==> src/rtl/blink_clock_divider_pkg.sv <==
// Shared definitions for the blink clock divider.
//   mode_t     : lamp sequencing mode (LEFT, RIGHT, HAZARD)
//   PATTERN    : lamp pattern per step, innermost lamp in bit 0
//   HEX_*      : active-low 7-segment codes {dp,g,f,e,d,c,b,a} for digits 0..3
package blink_clock_divider_pkg;

  typedef enum logic [1:0] {
    LEFT   = 2'd0,
    RIGHT  = 2'd1,
    HAZARD = 2'd2
  } mode_t;

  localparam logic [2:0] PATTERN [4] = '{3'b000, 3'b001, 3'b011, 3'b111};

  localparam logic [7:0] HEX_0 = 8'hC0;
  localparam logic [7:0] HEX_1 = 8'hF9;
  localparam logic [7:0] HEX_2 = 8'hA4;
  localparam logic [7:0] HEX_3 = 8'hB0;

  localparam logic [7:0] HEX_DIGITS [4] = '{HEX_0, HEX_1, HEX_2, HEX_3};

endpackage

==> src/rtl/blink_clock_divider_divider.sv <==
// Free-running divider producing a one-cycle tick every DIVIDE_BY cycles.
//   clock : sole clock, rising edge
//   reset : synchronous, active-high; clears the count and the tick
//   tick  : registered pulse, first asserted DIVIDE_BY cycles after reset release
module clock_divider #(
  parameter int unsigned DIVIDE_BY = 1000000
) (
  input  logic clock,
  input  logic reset,
  output logic tick
);

  localparam logic [31:0] LAST = DIVIDE_BY - 32'd1;

  logic [31:0] count;
  logic        wrap;

  assign wrap = (count == LAST);

  // The tick is registered from the terminal count, so it is low straight out
  // of reset and, with DIVIDE_BY=1, stays high on every cycle afterwards.
  always_ff @(posedge clock) begin
    if (reset) begin
      count <= '0;
      tick  <= 1'b0;
    end else begin
      count <= wrap ? '0 : count + 32'd1;
      tick  <= wrap;
    end
  end

endmodule

==> src/rtl/blink_clock_divider.sv <==
// Turn-signal / hazard lamp sequencer driven by a divided tick.
//   clock       : sole clock, rising edge
//   reset       : synchronous, active-high
//   hazards     : 1 = hazard mode (overrides turn direction), asynchronous input
//   turn_change : 1 = left, 0 = right, asynchronous input
//   left_leds   : left lamp group, bit0 innermost
//   right_leds  : right lamp group, bit0 innermost
//   hex         : active-low 7-segment digit of the current step
//   tick        : divider terminal-count pulse
module blink_clock_divider
  import blink_clock_divider_pkg::*;
#(
  parameter int unsigned DIVIDE_BY = 1000000
) (
  input  logic       clock,
  input  logic       reset,
  input  logic       hazards,
  input  logic       turn_change,
  output logic [2:0] left_leds,
  output logic [2:0] right_leds,
  output logic [7:0] hex,
  output logic       tick
);

  logic       hazards_p0, hazards_p1;
  logic       turn_p0, turn_p1;
  mode_t      mode, mode_next;
  logic [1:0] step, step_next;
  logic [2:0] pattern;

  function automatic logic [2:0] lamps_for(input mode_t m, input mode_t side,
                                           input logic [2:0] pat);
    return (m == side || m == HAZARD) ? pat : 3'b000;
  endfunction

  clock_divider #(.DIVIDE_BY(DIVIDE_BY)) u_divider (
    .clock (clock),
    .reset (reset),
    .tick  (tick)
  );

  // Stage p0 -> p1: two-flop synchronizers on the asynchronous mode inputs
  always_ff @(posedge clock) begin
    if (reset) begin
      hazards_p0 <= 1'b0;
      hazards_p1 <= 1'b0;
      turn_p0    <= 1'b0;
      turn_p1    <= 1'b0;
    end else begin
      hazards_p0 <= hazards;
      hazards_p1 <= hazards_p0;
      turn_p0    <= turn_change;
      turn_p1    <= turn_p0;
    end
  end

  always_comb begin
    mode_next = RIGHT;
    if (hazards_p1)   mode_next = HAZARD;
    else if (turn_p1) mode_next = LEFT;
  end

  // A mode change restarts the sweep from the inner lamp and wins over a tick.
  always_comb begin
    step_next = step;
    if (mode != mode_next) step_next = 2'd0;
    else if (tick)         step_next = step + 2'd1;
  end

  assign pattern = PATTERN[step_next];

  // Stage p1 -> outputs: mode, step and lamp/digit decode all update together
  always_ff @(posedge clock) begin
    if (reset) begin
      mode       <= RIGHT;
      step       <= 2'd0;
      left_leds  <= 3'b000;
      right_leds <= 3'b000;
      hex        <= HEX_0;
    end else begin
      mode       <= mode_next;
      step       <= step_next;
      left_leds  <= lamps_for(mode_next, LEFT, pattern);
      right_leds <= lamps_for(mode_next, RIGHT, pattern);
      hex        <= HEX_DIGITS[step_next];
    end
  end

endmodule

==> config.mk <==
export PLATFORM = sky130hd
export DESIGN_NAME = blink_clock_divider
export DESIGN_NICKNAME = d
export VERILOG_FILES = /design/src/rtl/blink_clock_divider_pkg.sv /design/src/rtl/blink_clock_divider_divider.sv /design/src/rtl/blink_clock_divider.sv
export SDC_FILE = /design/constraint.sdc
export NUM_CORES = 1
export LEC_CHECK = 0
export CELL_PAD_IN_SITES_DETAIL_PLACEMENT = 0
export CELL_PAD_IN_SITES_GLOBAL_PLACEMENT = 2
export CORE_MARGIN = 5
export CORE_UTILIZATION = 40
export CTS_BUF_LIST = sky130_fd_sc_hd__clkbuf_4 sky130_fd_sc_hd__clkbuf_8
export DETAILED_ROUTE_END_ITERATION = 10
export PLACE_DENSITY_LB_ADDON = 0.25
export SETUP_SLACK_MARGIN = 0.05
export SYNTH_ARGS = -nofsm -noshare
export SYNTH_HDL_FRONTEND = slang
export SYNTH_SLANG_ARGS = --single-unit
==> constraint.sdc <==
create_clock -name clock -period 3.9 [get_ports clock]
set_input_delay 0.585 -clock clock [delete_from_list [all_inputs] [get_ports clock]]
set_output_delay 0.585 -clock clock [all_outputs]
set_load 0.05 [all_outputs]
==> results by stage, run 1 <==
Routing:
- For this run, the detailed router's first-pass iteration total came to 4.
- The DRC violation total after the first TritonRoute iteration is 101.
- The remaining routing DRC violations is 0.
- The via-per-instance ratio is 5.39.
- Detailed routing inserted a total of 1718 vias.
- The remaining number of nets flagged by the antenna check after routing is 0.
- The average wire per cell in the routed design is 13.2 um.
- The final wirelength is 4210 um.

Logic synthesis:
- The register area share after synthesis is 47.2%.
- After synthesis, the most frequently instantiated cells are 51 x dfxtp_1, 24 x nor2_1, 18 x a21oi_1.
- The dominant cell by count in the synthesized netlist is dfxtp_1.
- The commonest register cell after synthesis is dfxtp_1.
- The fraction of synthesis flops using an asynchronous set or reset pin is 0%.
- During synthesis, Yosys emitted a total of 0 warnings.
- The net count after synthesis is 242.
- The post-synthesis instance area is 2160 um^2.
- Synthesis produced a netlist whose cell count is 237.
- The average cell area after synthesis is 9.12 um^2.
- The number of enable flip-flop cells after synthesis is 0.
- In this run, synthesis produced a sequential element count of 51.
- The area share of the leading cell type in the synthesized netlist is 47.2%.
- The synthesized design spends more area on one cell type than any other, namely dfxtp_1.
- Ranked by total cell area, the synthesized netlist is headed by dfxtp_1 47%, or4_1 5.2%, o31ai_1 4.5%.
- The synthesized netlist contains 36 unique library cells.

Global routing:
- The global routing stage identified its most utilized layer as met2.
- The via count of the first global-routing pass is 1587.
- The pin count of the biggest net entering global routing is 25.
- The met1 capacity usage during global routing is 18.3%.
- After global routing the overflow that remains totals 0.
- The wire length of the first global-routing pass is 7640 um.
- The met3 global-route usage is 2.76%.
- Across every metal layer, demand over resource in global routing totals 13.1%.
- The initial antenna violation count is 0.
- The routing usage on met2 is 19.2%.

STA:
- The number of slew-limit violations in the final report is 0.
- The final count of negative-setup-slack endpoints is 0.
- Setup repair after global routing left no endpoint under its margin.
- The number of hold-slack violations in the final timing report is 0.
- The final hold slack is 445 ps.
- Measured against its own limit, the worst slew margin works out to 66.4%.
- The final clock skew is 5.15 ps.
- The sum of negative setup slack is 0 ps.
- The maximum clock frequency is 461 MHz.
- The slew of the pin with the lowest slew margin is 502 ps.
- The worst path uses 55.6% of the clock period.
- The final critical path time including I/O delays and setup is 2170 ps.
- Once routing completed, OpenROAD measured the worst setup slack at 1730 ps.

Critical path:
- In this run the worst path has a maximum fanout of 16.
- STA puts the critical path data arrival time at 2410 ps.
- The endpoint kind of the worst setup timing path is a flip-flop.
- STA puts the critical path data required time at 4140 ps.
- The worst setup path is launched from a flip-flop.
- The critical path in this run is classified as flip-flop to flip-flop.

Flow run:
- Max-cap violations in this run came to 0.

Final layout:
- The count of fill cells added during filler insertion is 506.
- The area of all placed cells without fillers is 2430 um^2.
- The count of inserted antenna diode cells is 0.
- The finished layout holds 319 standard cells, fillers aside.
- The area growth from synthesis to layout is 12.6%.
- The number of nets in the layout is 253.
- Of the cells placed in the final design, the portion with a size suffix greater than 1 is 5.62%.

Power and ir drop:
- In this run the static leakage power is 0.751 nW.
- Power spread over the standard cell area amounts to 353 nW/um^2.
- The worst voltage drop across the vdd grid is 0.134 mV.

Floorplanning:
- The starting density of the core is 41.8%.
- The cell row count is 26.
- The floorplan step defined a die boundary enclosing 6980 um^2.
- In this run the horizontal extent of the chip is 83.5 um.
- 19 I/O pins were placed.
- Measured along the y axis, the die boundary spans 83.5 um.
- The core box area is 5170 um^2.

Placed design:
- The routability congestion estimate is 0.729.
- The count of port buffers added during placement is 16.
- The setup slack after placement is 1670 ps.
- The number of cells in the design after placement is 311.
- Summing all placed instances gives a cell area of 2340 um^2.
- The HPWL reported at the end of detailed placement is 3020 um.

CTS:
- CTS placed an instance of clkbuf_8 at the clock tree root.
- The number of hold buffers added after CTS is 0.
- In this run, post-CTS repair resized a total of 0 instances.
- Clock tree synthesis found a total of 51 sinks.
- The worst-case clock buffer depth is 2.
- The number of H-tree branching levels is 2.
- TritonCTS built the clock tree.
- The clock-pin slew reported for the worst setup and hold paths after clock tree synthesis is 90 ps.
- For the worst-skew pair, the clock arrives at the later sink with an insertion delay of 300 ps.
- Once the clock tree was built, the setup fixing pass inserted 0 buffers.
- The number of clock buffers added by TritonCTS is 5.

Hold path:
- The path class of the lowest-slack min-delay path is flip-flop to flip-flop.

Run status:
- The run finished with clean final reports.
## cells by family (layout without fill, tap and decap cells)
group                      count (synthesis)  after routing  synth area share (%)
and+or+nand+nor                          106            106                  28.5
DFF                                       51             51                  47.2
AOI/OAI and AO/OA                         41             41                  11.9
buffers and inverters                     20             32                  4.98
xor gates and xnor gates                  16             16                  6.48
other                                      2              2                 0.347
adders and majority gates                  1              1                 0.579
## state kept, by name (all words and copies together) (netlist names)
name	flops
hazards_p0	1
hazards_p1	1
hex	4
left_leds	3
mode	2
right_leds	3
step	2
turn_p0	1
turn_p1	1
u_divider.count	32
u_divider.tick	1
## metal layers
metal	wire, um	vias up
li1	-	883
met1	2280	804
met2	1710	26
met3	167	5
met4	55	0
met5	0	-
## final timing paths
check / startpoint / endpoint / slack (ps) / cells after the start
max: u_divider.count[8] / u_divider.count[31] / 1730 / 4
max reg2reg: u_divider.count[8] / u_divider.count[31] / 1730 / 4
min: hazards_p0 / hazards_p1 / 450 / 1
min reg2reg: hazards_p0 / hazards_p1 / 450 / 1
## report_power, final
part           switching [mW]  total, mW  internal, mW  leakage [nW]
combinational          0.0171     0.0264       0.00932         0.299
sequential            0.00382      0.529         0.526         0.412
clock                   0.178      0.303         0.125        0.0402
## cell type report
class | instances | area [um^2] | area share (%)
clock buffer | 5 | 68.8 | 2.83
clock inverter | 3 | 20.0 | 0.823
inverter | 7 | 26.3 | 1.08
multi-input combinational | 166 | 1040 | 42.8
sequential | 51 | 1020 | 42.0
tap | 70 | 87.6 | 3.60
timing repair buffer | 17 | 168 | 6.89
## critical path: stages (launching register included)
cell     delay (ps)
dfxtp_1         460
nand4_2         180
or4_1           740
or4_1           580
a21oi_1         150
## placed cells by master, fill, tap and decap left out, types with 2 or more instances in the layout
cell type        instances
nand3_1                 12
conb_1                   2
o41ai_1                  2
o21ai_0                  5
nand4_1                  8
xor2_1                   7
clkdlybuf4s50_1         16
nor4_1                   5
and4_1                   3
xnor2_1                  9
and3_1                   2
a21oi_1                 18
clkbuf_8                 5
o31ai_1                 13
clkinvlp_4               2
or3_1                    3
nor2b_1                  4
or4_1                   15
nor4b_1                  4
nor3_1                   4
inv_1                    7
or4b_1                   2
nor2_1                  24
nand2_1                 14
dfxtp_1                 51
## metrics by stage
| stage | util (%) | total power [mW] |
|---|---|---|
| floorplan | - | 0.563 |
| global placement | 45.3 | 0.569 |
| detailed placement | 45.3 | 0.569 |
| CTS | 47.0 | 0.870 |
| global route | 47.0 | 0.898 |
| finish | 47.0 | 0.859 |
Note: power is estimated with default switching activity, not from simulation.
==> inputs of run 2 (changes only) <==
CORE_UTILIZATION = 37   (was 40)
clock period = 2.2 ns   (was 3.9 ns; I/O delays follow)
==> results by stage, run 2 (synthesis results as in run 1) <==
Placed design:
- The setup slack after placement is 241 ps (-1420 ps).
- The count of port buffers added during placement is 16 (unchanged).
- The routability congestion estimate is 0.755 (+3.5%).
- The HPWL reported at the end of detailed placement came to 3210 um (+6.3%).
- The number of cells in the design after placement is 320 (+2.9%).
- The placement-stage cell area came to 2410 um^2 (+2.9%).

Hold path:
- The beginning of the worst hold path is hazards_p0.
- The path class of the lowest-slack min-delay path is flip-flop to flip-flop.
- The number of cells on the worst hold path is 1 (unchanged).
- The hold-critical path endpoint is hazards_p1.

Floorplanning:
- The total I/O pin count is 19 (unchanged).
- The die extent in y came to 86.4 um (+3.5%).
- The core box area is 5610 um^2 (+8.4%).
- The overall die width is 86.4 um (+3.5%).
- The die footprint is 7470 um^2 (+7.1%).
- The cell row count is 27 (+3.8%).
- The starting density of the core is 38.6% (-3.2 points).

Critical path:
- The type of origin of the critical path is a flip-flop.
- STA classifies the critical path endpoint as a flip-flop.
- The path depth of the worst reg2reg path came to 5 (+1).
- The maximum fanout along the worst path is 16 (unchanged).
- The critical register-to-register path startpoint is u_divider.count[17].
- The path type of the worst setup path is flip-flop to flip-flop.
- The worst endpoint required time is 2440 ps (-1700 ps).
- The data arrival time of the critical path was 2260 ps (-150 ps).
- The register-to-register setup slack is 170 ps (-1560 ps).
- The endpoint identified for the worst register-to-register timing path is u_divider.count[31].

Final layout:
- The largest registers in the layout are u_divider.count x32, hex x4.
- The number of flip-flops under the largest register name is 32 (unchanged).
- The top cell types in the final layout, fill and taps aside, are 51 x dfxtp_1, 24 x nor2_1, 18 x a21oi_1.
- The area of all placed cells without fillers came to 2500 um^2 (+2.9%).
- The proportion of layout cells with a drive suffix above 1 is 8.20% (+2.6 points).
- The number of nets in the layout is 260 (+2.8%).
- The flip-flop and latch area is 1020 um^2 (unchanged).
- The count of fill cells added during filler insertion was 576 (+14%).
- The multi-input logic area is 1040 um^2 (unchanged).
- The final design utilization is 44.6% (-2.4 points).
- The non-filler instance count after layout is 328 (+2.8%).
- The count of inserted antenna diode cells is 0 (unchanged).
- Leaving out fill and tap cells, the most frequent cell in the layout is dfxtp_1.
- Relative to the synthesized area, the layout overhead comes to 15.8%.
- The register with the most flip-flops is u_divider.count.

Global routing:
- The overall fraction of global-route tracks in use came to 13.2% (+0.18 points).
- The pin count of the biggest net entering global routing came to 32 (+28%).
- The total congestion overflow is 0 (unchanged).
- The initial antenna violation count is 0 (unchanged).
- The via count of the first global-routing pass was 1643 (+3.5%).
- The wire length of the first global-routing pass came to 8030 um (+5.1%).

CTS:
- TritonCTS built the clock tree.
- The post-cts resize count is 0 (unchanged).
- The worst-case clock buffer depth came to 2 (unchanged).
- The number of H-tree branching levels is 2 (unchanged).
- The clock-pin slew reported for the worst setup and hold paths after clock tree synthesis is 100 ps (about the same).
- The post-CTS repair timing setup buffer count is 0 (unchanged).
- The root buffer cell chosen for the clock tree is clkbuf_8.
- The number of clock sinks seen by CTS was 51 (unchanged).
- The number of hold buffers added after CTS is 0 (unchanged).
- The latest clock arrival within the worst-skew pair is 300 ps (about the same).
- The clock buffer count from CTS was 5 (unchanged).

Routing:
- The detailed-routing iteration count for the pre-antenna-repair pass is 4 (unchanged).
- The via-per-instance ratio is 5.45 (+1.2%).
- The remaining number of nets flagged by the antenna check after routing came to 0 (unchanged).
- The DRC violation total after the first TritonRoute iteration is 57 (-44%).
- The final wirelength came to 4520 um (+7.5%).
- The remaining routing DRC violations came to 0 (unchanged).
- The via count of the routed design is 1788 (+4.1%).
- The average wire per cell in the routed design is 13.8 um (+4.5%).

Power and ir drop:
- The overall power of the completed layout came to 1.54 mW (+79%).
- The power density of the placed cells is 614 nW/um^2 (+74%).
- The worst voltage drop across the vdd grid is 0.267 mV (+100%).
- The leakage dissipation is 0.799 nW (+6.4%).

STA:
- The final hold slack is 445 ps (-0.332 ps).
- The final clock skew is 7.26 ps (+2.11 ps).
- The final critical path time including I/O delays and setup is 2030 ps (-140 ps).
- The slew of the pin with the lowest slew margin came to 500 ps (-1.85 ps).
- The final count of negative-setup-slack endpoints is 0 (unchanged).
- The maximum clock frequency is 493 MHz (+6.9%).
- The relative slew slack is 66.6% (+0.12 points).
- Setup repair after global routing left no endpoint under its margin.
- The share of the clock period used by the worst path after layout is 92.1% (+37 points).
- The sum of negative setup slack is 0 ps (unchanged).
- The number of slew-limit violations in the final report is 0 (unchanged).
- The post-route worst setup slack was 173 ps (-1560 ps).
- The number of hold-slack violations in the final timing report is 0 (unchanged).

Run status:
- The flow ran to the end, and the final reports show no timing, DRC or antenna violations.

Flow run:
- The reported max-cap violation count is 0 (unchanged).
==> run 2: worst max-delay path by stage <==
stage,start,endpoint
floorplan,u_divider.count[8],u_divider.count[30]
global placement,u_divider.count[17],u_divider.count[31]
detailed placement,u_divider.count[17],u_divider.count[31]
CTS,u_divider.count[17],u_divider.count[31]
global route,u_divider.count[17],u_divider.count[31]
finish,u_divider.count[17],u_divider.count[31]
==> run 2: area by class of cell <==
type | instances | share of cell area (%)
clock buffer | 5 | 2.75
clock inverter | 3 | 0.900
inverter | 7 | 1.05
multi-input combinational | 166 | 41.6
sequential | 51 | 40.8
tap | 72 | 3.60
timing repair buffer | 24 | 9.30
==> run 2: per-layer routing <==
| layer | up-vias | routed length, um | GRT usage, % |
|---|---|---|---|
| met3 | 6 | 254 | 3.23 |
| met1 | 851 | 2210 | 18.6 |
| li1 | 898 | - | - |
| met2 | 33 | 2010 | 20.0 |
| met4 | 0 | 57 | 3.82 |
| met5 | - | 0 | 0 |
==> run 2: worst max-delay path, cell delays in order (launching register included) <==
cell	delay, ps
dfxtp_1	450
nand3_4	110
or4_1	540
buf_4	200
or4_1	510
a21oi_1	140
==> run 2: where the power goes <==
group / switching, mW / leakage, nW / internal [mW] / total [mW]
logic: 0.0318 / 0.338 / 0.0201 / 0.0519
registers: 0.00692 / 0.412 / 0.932 / 0.939
clock network: 0.318 / 0.0485 / 0.228 / 0.547
==> inputs of run 3 (changes only) <==
--- a/constraint.sdc
+++ b/constraint.sdc
@@ -3,2 +3,2 @@
 set_output_delay 0.33 -clock clock [all_outputs]
-set_load 0.05 [all_outputs]
+set_load 0.01 [all_outputs]
==> results of run 3 <==
Same layout as run 2 (identical final DEF). Status: completed.
Main changes from that run: total power 1.54 mW -> 1.53 mW
